## config.mk

```make
export PLATFORM = sky130hd
export DESIGN_NAME = example_data_memory_bus_hs
export DESIGN_NICKNAME = d
export VERILOG_FILES = /design/src/rtl/example_data_memory_bus_hs.sv
export SDC_FILE = /design/constraint.sdc
export NUM_CORES = 1
export LEC_CHECK = 0
export ABC_AREA = 1
export CAP_MARGIN = 20
export CELL_PAD_IN_SITES_DETAIL_PLACEMENT = 1
export CELL_PAD_IN_SITES_GLOBAL_PLACEMENT = 1
export CORE_UTILIZATION = 28
export CTS_CLUSTER_DIAMETER = 80
export DETAILED_ROUTE_END_ITERATION = 7
export GPL_ROUTABILITY_DRIVEN = 0
export PLACE_DENSITY = 0.89
export SLEW_MARGIN = 20
export SYNTH_ARGS = -nofsm -noshare
export SYNTH_HDL_FRONTEND = slang
export SYNTH_SLANG_ARGS = --single-unit
```

## constraint.sdc

```tcl
create_clock -name clock -period 2.8 [get_ports clock]
set_input_delay 0.28 -clock clock [delete_from_list [all_inputs] [get_ports clock]]
set_output_delay 0.28 -clock clock [all_outputs]
set_load 0.05 [all_outputs]
```

## src/rtl/example_data_memory_bus_hs.sv

```systemverilog
`timescale 1ns/1ps
`default_nettype none
// +---------------------------------------------------------------------------+
// | Module  : example_data_memory_bus_hs                                      |
// | Brief   : valid/ready data-memory bus in front of a synchronous data RAM; |
// |           address decode, wait states, RAM read latency, registered rsp.  |
// | Revision: 1.0 - initial release                                           |
// +---------------------------------------------------------------------------+
module example_data_memory_bus_hs #(
  parameter logic [31:0] DATA_BEGIN    = 32'h8000_0000,
  parameter logic [31:0] DATA_END      = 32'h8000_3FFF,
  parameter int          MEM_WORD_BITS = 12,
  parameter int          WAIT_STATES   = 0,
  parameter int          READ_LATENCY  = 1
) (
  input  logic                     clock,
  input  logic                     reset,
  input  logic                     req_valid,
  output logic                     req_ready,
  input  logic [31:0]              req_address,
  input  logic [31:0]              req_write_data,
  input  logic [3:0]               req_byte_enable,
  input  logic                     req_write,
  output logic                     rsp_valid,
  input  logic                     rsp_ready,
  output logic [31:0]              rsp_read_data,
  output logic                     rsp_error,
  output logic [7:0]               err_count,
  output logic [MEM_WORD_BITS-1:0] mem_address,
  output logic                     mem_wren,
  output logic [3:0]               mem_byteena,
  output logic [31:0]              mem_data,
  input  logic [31:0]              mem_q
);

  typedef enum logic [2:0] {
    S_IDLE  = 3'd0,
    S_WAIT  = 3'd1,
    S_ISSUE = 3'd2,
    S_READ  = 3'd3,
    S_RESP  = 3'd4
  } state_t;

  localparam logic [3:0] c_wait_init = 4'(WAIT_STATES);
  localparam logic [3:0] c_read_init = 4'(READ_LATENCY);

  state_t                   r_state;
  state_t                   w_next;
  logic [MEM_WORD_BITS-1:0] r_word;
  logic [31:0]              r_wdata;
  logic [3:0]               r_be;
  logic                     r_write;
  logic [3:0]               r_count;
  logic                     r_req_ready;
  logic                     r_rsp_valid;
  logic [31:0]              r_rsp_data;
  logic                     r_rsp_err;
  logic [7:0]               r_err_count;
  logic                     w_map_err;
  logic                     w_mem_active;
  logic [31:0]              w_masked;

  assign w_map_err = (req_address < DATA_BEGIN) || (req_address > DATA_END) ||
                     (req_address[1:0] != 2'b00);

  always_ff @(posedge clock or posedge reset) begin
    if (reset) r_state <= S_IDLE;
    else       r_state <= w_next;
  end

  always_comb begin
    w_next = r_state;
    case (r_state)
      S_IDLE: begin
        if (req_valid) begin
          if (w_map_err)            w_next = S_RESP;
          else if (WAIT_STATES > 0) w_next = S_WAIT;
          else                      w_next = S_ISSUE;
        end
      end
      S_WAIT:  if (r_count == 4'd1) w_next = S_ISSUE;
      S_ISSUE: w_next = r_write ? S_RESP : S_READ;
      S_READ:  if (r_count == 4'd1) w_next = S_RESP;
      S_RESP:  if (rsp_ready) w_next = S_IDLE;
      default: w_next = S_IDLE;
    endcase
  end

  // Disabled byte lanes read back as zero so the response never carries stale RAM bytes.
  for (genvar i = 0; i < 4; i++) begin : g_lane_mask
    assign w_masked[8*i +: 8] = r_be[i] ? mem_q[8*i +: 8] : 8'h00;
  end

  always_ff @(posedge clock or posedge reset) begin
    if (reset) begin
      r_word      <= '0;
      r_wdata     <= '0;
      r_be        <= '0;
      r_write     <= 1'b0;
      r_count     <= '0;
      r_req_ready <= 1'b1;
      r_rsp_valid <= 1'b0;
      r_rsp_data  <= '0;
      r_rsp_err   <= 1'b0;
      r_err_count <= '0;
    end else begin
      r_req_ready <= (w_next == S_IDLE);
      r_rsp_valid <= (w_next == S_RESP);
      case (r_state)
        S_IDLE: begin
          if (req_valid) begin
            r_word     <= req_address[MEM_WORD_BITS+1:2];
            r_wdata    <= req_write_data;
            r_be       <= req_byte_enable;
            r_write    <= req_write;
            r_count    <= c_wait_init;
            r_rsp_data <= '0;
            r_rsp_err  <= w_map_err;
            if (w_map_err && (r_err_count != 8'hFF))
              r_err_count <= r_err_count + 8'd1;
          end
        end
        S_WAIT:  r_count <= r_count - 4'd1;
        S_ISSUE: r_count <= c_read_init;
        S_READ: begin
          r_count <= r_count - 4'd1;
          if (r_count == 4'd1) r_rsp_data <= w_masked;
        end
        default: ;
      endcase
    end
  end

  // RAM side is decoded straight from the state so reset removes the write strobe at once.
  assign w_mem_active = (r_state == S_WAIT) || (r_state == S_ISSUE) || (r_state == S_READ);
  assign mem_address  = w_mem_active ? r_word  : '0;
  assign mem_byteena  = w_mem_active ? r_be    : '0;
  assign mem_data     = w_mem_active ? r_wdata : '0;
  assign mem_wren     = (r_state == S_ISSUE) && r_write;

  assign req_ready     = r_req_ready;
  assign rsp_valid     = r_rsp_valid;
  assign rsp_read_data = r_rsp_data;
  assign rsp_error     = r_rsp_err;
  assign err_count     = r_err_count;

endmodule
`default_nettype wire

```

==> impl_summary.log, run 1 <==
[metrics] Worst Slack Setup Final: 0.2510 ns
[metrics] Reg-to-Reg Start: r_state[1]$_DFF_PP0_
[metrics] combined global-route utilization of all metal layers: 16.72%
[metrics] count of inserted antenna diode cells: 0
[metrics] Avg Synthesized Cell Area: 8.544 sq um
[metrics] # rows: 46
[metrics] Worst Path Class, Setup: reg2out
[metrics] Post-DP HPWL: ~11000 microns
[metrics] Yosys Warn Count: 0
[metrics] CTS resizes: 0
[metrics] post-layout util: 44.29%
[metrics] flop and latch count out of synthesis: 99
[metrics] Clock Tree Root: sky130_fd_sc_hd__clkbuf_16
[metrics] CP Launch Type: register
[metrics] port bufs: just under 200
[metrics] number of placed I/O pins: 197
[metrics] first drt pass iteration count: 4
[metrics] final net count: 842
[metrics] actual transition at the worst max-transition pin: 0.6899 ns
[metrics] footprint of the flip-flops and latches: roughly 0.0025 sq mm
[metrics] area of the die: 0.01709 sq mm
[metrics] post-detailed-placement cell area: 0.006783 sq mm
[metrics] post-synthesis cell count: 543
[metrics] placeable core area: about 0.016 sq mm
[metrics] unrepaired setup endpoints after global routing: false
[metrics] total of hold buffers inserted after clock tree synthesis: 0
[metrics] post-placement setup slack: between 0.5 and 0.6 ns
[metrics] number of buffers created by CTS: 9
[metrics] post-layout power: 4.726 mW
[metrics] worst hold margin: 0.4047 ns
[metrics] global route total overflow: 0
[metrics] final count of hold timing violations: 0
[metrics] number of antenna violations at the first check in global routing: 0
[metrics] total setup buffers inserted after CTS: 0
[metrics] largest net degree at the start of global routing: 65
[metrics] clock latency at the later pin of the worst-skew pair: 0.34 ns
[metrics] headroom to the max-slew limit: 53.91%
[metrics] antenna-violating nets left: 0
[metrics] final worst path period share: 91.04%
[metrics] layout cell share with drive strength beyond 1: under 10%
[metrics] leakage: 3.078 nW
[metrics] DP Cell Count: 939
[metrics] unique cell type count in the Yosys netlist: 34
[metrics] Vert. Die Dim: 130.7 microns
[metrics] area of the multi-input gates: 0.001748 sq mm
[metrics] drt via density: 4.399
[metrics] number of violations reported at the end of detailed-routing iteration 0: 102
[metrics] worst-case vdd ir drop: 488.5 uV
[metrics] Max Root-Sink Buffers: 2
[metrics] level count of the clock H-tree: 3
[metrics] largest fanout on the critical path: between 40 and 50
[metrics] setup TNS: 0 ns
[metrics] WP data arrival: ~2.3 ns
[metrics] outcome: complete, no violations
[metrics] Setup Viol. Count Final: 0
[metrics] fraction of the yosys area taken by sequential cells: 53.43%
[metrics] Net Count, Synth: between 600 and 700
[metrics] DRC: 0
[metrics] highest-count cells in the layout ignoring fill and taps: sky130_fd_sc_hd__clkdlybuf4s50_1, sky130_fd_sc_hd__nand2_1, sky130_fd_sc_hd__nor2_1
[metrics] areal power density over the cells: approximately 660 mW/mm^2
[metrics] starting density of the core: 28.89%
[metrics] fin cells: 955
[metrics] Syn-to-layout area delta: 53.29%
[metrics] worst min-delay path category: in2async
[metrics] final routed wirelength across all metal layers: 13830 microns
[metrics] startpoint of the worst setup timing path: r_state[1]$_DFF_PP0_
[metrics] max capacitance violation total: 0
[metrics] clock-pin slew on the worst setup and hold paths: around 0.07 ns
[metrics] via count of the first global-routing pass: approximately 4400
[metrics] clock tree from TritonCTS: yes
[metrics] max-slew violation total from the final report: 0
[metrics] summed area of non-filler cells in the final layout: between 0.007 and 0.008 sq mm
[metrics] category of the worst setup path capture point: primary output
[metrics] most common cell after layout, fill and taps aside: sky130_fd_sc_hd__clkdlybuf4s50_1
[metrics] minimum clock period: 2.549 ns
[metrics] first-pass GRT wire length: 21890 microns
[metrics] die boundary width: 130.7 microns
[metrics] post-synth design cell area: 0.004639 sq mm
[metrics] maximum clock rate: 392.3 MHz
[metrics] Via Count: 4201
[metrics] Layout Skew: ~0.0058 ns
[metrics] average wire per cell in the routed design: 14.48 microns
[metrics] fill cell total of the finished layout: 1881
[metrics] worst path required time: 2.52 ns
[metrics] clk sinks: 99
[registers in the layout, indices dropped and copies added, names as in the netlist]
signal / count
err_count: 8
r_be: 4
r_count: 4
r_state: 3
r_wdata: 32
r_word: 12
r_write: 1
req_ready: 1
rsp_error: 1
rsp_read_data: 32
rsp_valid: 1
[cells by family after synthesis]
family | synth area share [%]
buffers and inverters | 9.142
adder cells (fa/ha/maj) | 0.8091
AO/OA/AOI/OAI | 12.38
AND/OR/NAND/NOR | 23.68
flip-flops | 53.43
XOR/XNOR | 0.5664
[cell type report]
cell class                 instances  share of cell area [%]
multi-input combinational        356                   24.58
clock inverter                     4                   1.020
timing repair buffer             202                   28.57
inverter                          66                   3.571
sequential                        99                   34.85
clock buffer                      12                   3.607
tap                              216                   3.800
[worst max-delay path, cell delays in order (launching register included)]
cell,delay (ns)
sky130_fd_sc_hd__dfrtp_1,0.50
sky130_fd_sc_hd__o21ai_4,0.17
sky130_fd_sc_hd__buf_4,0.40
sky130_fd_sc_hd__nor2_1,0.11
sky130_fd_sc_hd__clkdlybuf4s50_1,0.72
[metal layers]
| metal | vias to the layer above | share of wire, % | track usage [%] | wire, microns |
|---|---|---|---|---|
| li1 | 2070 | - | - | - |
| met1 | 1995 | 42 | 19.85 | 5833 |
| met2 | 123 | 50 | 29.82 | 6906 |
| met3 | 13 | 6.6 | 3.909 | 918 |
| met4 | 0 | 1.2 | 5.206 | 169 |
| met5 | - | 0 | 0 | 0 |
[report_power, final]
part / switching, mW / internal [mW]
registers: 0.145 / 1.72
logic: 0.953 / 0.537
clock network: 0.543 / 0.832
[cells in the mapped netlist (all sizes together)]
library cell | n | area share, %
a21oi | 34 | 5.9
and2 | 1 | 0.13
buf | 18 | 3.4
clkbuf | 4 | 0.35
dfrtp | 98 | 53
dfstp | 1 | 0.57
ha | 3 | 0.81
inv | 66 | 5.4
nand2 | 127 | 11
nand3 | 9 | 1.6
nand3b | 3 | 0.49
nand4 | 11 | 1.6
nor2 | 105 | 8.9
nor3 | 1 | 0.11
o21a | 1 | 0.16
o21ai | 57 | 6.1
o22ai | 1 | 0.13
xnor2 | 1 | 0.19
xor2 | 2 | 0.38
[worst paths after layout]
check	endpoint	slack, ns	depth (start not counted)
worst max-delay path	mem_data[29]	0.25	4
worst max register to register	r_wdata[28]$_DFFE_PP0P_	0.99	5
worst min register to register	rsp_error$_DFFE_PP0P_	0.52	2
max in group asynchronous	req_ready$_DFF_PP1_	1.69	3
min in group clock	r_wdata[12]$_DFFE_PP0P_	0.49	3
worst min-delay path	rsp_read_data[16]$_DFFE_PP0P_	0.40	2
Power figures use the tool's default switching activity.
==> inputs of run 2 (changes only) <==
--- a/config.mk
+++ b/config.mk
@@ -6,13 +6,13 @@
 export NUM_CORES = 1
 export LEC_CHECK = 0
 export ABC_AREA = 1
+export ABC_CLOCK_PERIOD_IN_PS = 2800
 export CAP_MARGIN = 20
 export CELL_PAD_IN_SITES_DETAIL_PLACEMENT = 1
 export CELL_PAD_IN_SITES_GLOBAL_PLACEMENT = 1
 export CORE_UTILIZATION = 28
 export CTS_CLUSTER_DIAMETER = 80
 export DETAILED_ROUTE_END_ITERATION = 7
-export GPL_ROUTABILITY_DRIVEN = 0
 export PLACE_DENSITY = 0.89
 export SLEW_MARGIN = 20
 export SYNTH_ARGS = -nofsm -noshare
==> results of run 2 <==
The final DEF is identical to that of run 1; final timing and power are the same.
==> inputs of run 3 (changes only) <==
--- a/config.mk
+++ b/config.mk
@@ -13,7 +13,7 @@
 export CORE_UTILIZATION = 28
 export CTS_CLUSTER_DIAMETER = 80
 export DETAILED_ROUTE_END_ITERATION = 7
-export PLACE_DENSITY = 0.89
+export PLACE_DENSITY_LB_ADDON = 0.1
 export SLEW_MARGIN = 20
 export SYNTH_ARGS = -nofsm -noshare
 export SYNTH_HDL_FRONTEND = slang
==> impl_summary.log, run 3 (synthesis gave the netlist of run 1 again) <==
[metrics] first-pass GRT wire length: 21600 microns
[metrics] layout cell share with drive strength beyond 1: 9.079%
[metrics] leakage: 3.073 nW
[metrics] final count of hold timing violations: 0
[metrics] clk sinks: just under 100
[metrics] first drt pass iteration count: 6
[metrics] placeable core area: 0.01606 sq mm
[metrics] clock latency at the later pin of the worst-skew pair: ~0.35 ns
[metrics] most common cell after layout, fill and taps aside: sky130_fd_sc_hd__clkdlybuf4s50_1
[metrics] actual transition at the worst max-transition pin: 0.5528 ns
[metrics] GPL Wtd Cong: 0.7498
[metrics] level count of the clock H-tree: 3
[metrics] areal power density over the cells: 654.2 mW/mm^2
[metrics] # rows: 46
[metrics] count of inserted antenna diode cells: 0
[metrics] post-detailed-placement cell area: between 0.006 and 0.007 sq mm
[metrics] critical path's top delay family: buffers and inverters
[metrics] final worst path period share: 88.20%
[metrics] maximum clock rate: 404.9 MHz
[metrics] CP Launch Type: register
[metrics] worst min-delay path category: in2async
[metrics] worst setup path endpoint: mem_address[0]
[metrics] Syn-to-layout area delta: 53.21%
[metrics] Crit path depth: 4
[metrics] worst path buffer plus inverter count: 2
[metrics] Worst Path Class, Setup: reg2out
[metrics] CTS resizes: 0
[metrics] combined global-route utilization of all metal layers: 16.42%
[metrics] number of placed I/O pins: between 150 and 200
[metrics] Via Count: roughly 4200
[metrics] outcome: complete, no violations
[metrics] Worst R2R Path Depth: 8
[metrics] highest-count cells in the layout ignoring fill and taps: sky130_fd_sc_hd__clkdlybuf4s50_1, sky130_fd_sc_hd__nand2_1, sky130_fd_sc_hd__nor2_1
[metrics] WP data arrival: 2.19 ns
[metrics] post-layout util: 44.27%
[metrics] minimum clock period: approximately 2.5 ns
[metrics] Setup Viol. Count Final: 0
[metrics] chain of cells forming the critical path: o21ai_4 > buf_4 > nor2_1 > clkdlybuf4s50_1
[metrics] register-to-register setup slack: 1.04 ns
[metrics] final routed wirelength across all metal layers: approximately 14000 microns
[metrics] antenna-violating nets left: 0
[metrics] headroom to the max-slew limit: 63.03%
[metrics] area of the die: around 0.017 sq mm
[metrics] largest fanout on the critical path: 9
[metrics] number of antenna violations at the first check in global routing: 0
[metrics] footprint of the flip-flops and latches: between 0.002 and 0.0025 sq mm
[metrics] post-layout power: 4.650 mW
[metrics] starting density of the core: ~29%
[metrics] CP max-delay cell: sky130_fd_sc_hd__clkdlybuf4s50_1
[metrics] worst path required time: approximately 2.5 ns
[metrics] largest net degree at the start of global routing: 79
[metrics] global route total overflow: 0
[metrics] category of the worst setup path capture point: primary output
[metrics] port bufs: 196
[metrics] clock-pin slew on the worst setup and hold paths: 0.07 ns
[metrics] max capacitance violation total: 0
[metrics] average wire per cell in the routed design: roughly 14 microns
[metrics] Post-DP HPWL: roughly 10000 microns
[metrics] setup TNS: 0 ns
[metrics] summed area of non-filler cells in the final layout: 0.007108 sq mm
[metrics] Max Root-Sink Buffers: 2
[metrics] area of the multi-input gates: about 0.0017 sq mm
[metrics] via count of the first global-routing pass: 4374
[metrics] Layout Skew: 0.006919 ns
[metrics] Clock Tree Root: sky130_fd_sc_hd__clkbuf_16
[metrics] number of buffers created by CTS: 9
[metrics] max-slew violation total from the final report: 0
[metrics] drt via density: 4.384
[metrics] DRC: 0
[metrics] Vert. Die Dim: approximately 130 microns
[metrics] Reg-to-Reg Start: r_count[1]$_DFFE_PP0P_
[metrics] clock tree from TritonCTS: yes
[metrics] Crit path largest cell delay: 0.82 ns
[metrics] fill cell total of the finished layout: ~1900
[metrics] worst-case vdd ir drop: 434.1 uV
[metrics] startpoint of the worst setup timing path: r_state[1]$_DFF_PP0_
[metrics] final net count: 843
[metrics] unrepaired setup endpoints after global routing: false
[metrics] Reg2Reg Capture Point: rsp_read_data[10]$_DFFE_PP0P_
[metrics] die boundary width: ~130 microns
[metrics] number of violations reported at the end of detailed-routing iteration 0: approximately 120
[run 3: cell types whose count changed in the layout (fill, tap and decap cells not counted)]
cell and change:
sky130_fd_sc_hd__clkbuf_1 -1, sky130_fd_sc_hd__buf_12 +1, sky130_fd_sc_hd__clkbuf_8 -2, sky130_fd_sc_hd__clkinvlp_4 +1
[run 3: cell type report]
cell class / instances / area share (%)
Clock buffer: 9 / 3.168
Sequential cell: 99 / 34.87
Multi-Input combinational cell: 356 / 24.59
Timing Repair Buffer: 203 / 28.87
Tap cell: 216 / 3.802
Clock inverter: 5 / 1.127
Inverter: 66 / 3.573
[run 3: report_power, final]
group	internal, mW	switching (mW)
Combinational	0.536	0.935
Sequential	1.72	0.149
Clock	0.772	0.541
Total	3.03	1.62
[run 3: worst min path at each step]
stage,start,end,slack [ns],cells after the start
finish,reset,rsp_read_data[9]$_DFFE_PP0P_,0.39,3
global route,reset,rsp_read_data[17]$_DFFE_PP0P_,0.43,3
CTS,reset,rsp_read_data[8]$_DFFE_PP0P_,0.41,3
detailed placement,rsp_error$_DFFE_PP0P_,rsp_error$_DFFE_PP0P_,0.51,2
global placement,rsp_error$_DFFE_PP0P_,rsp_error$_DFFE_PP0P_,0.49,2
floorplan,req_byte_enable[3],r_be[3]$_DFFE_PP0P_,0.40,2
[run 3: metal layers]
layer / track usage, % / up-vias / share of wire [%]
li1: - / 2069 / -
met1: 19.43 / 1981 / 42
met2: 28.98 / 114 / 50
met3: 3.217 / 18 / 5.3
met4: 6.964 / 0 / 2.0
met5: 0 / - / 0
[run 3: stage by stage]
| stage | hold WS [ns] | std cells | setup WS (ns) |
|---|---|---|---|
| after floorplan | 0.4010 | 543 | 0.9182 |
| after global placement | 0.4855 | 937 | 0.4748 |
| after detailed placement | 0.5051 | 937 | 0.4102 |
| after CTS | 0.4101 | 951 | 0.02317 |
| after global routing | 0.4337 | 954 | 0.2182 |
| final | 0.3891 | 954 | 0.3305 |
[run 3: worst min-delay path, cell delays in order]
cell and delay (ns):
sky130_fd_sc_hd__clkdlybuf4s50_1 0.44, sky130_fd_sc_hd__clkinvlp_4 0.11, sky130_fd_sc_hd__buf_12 0.29
[run 3: timing repair]
action / 4_1_cts / 5_1_grt
setup endpoints to repair: 0 / 31
setup buffers: 0 / 3
hold buffers: 0 / 0
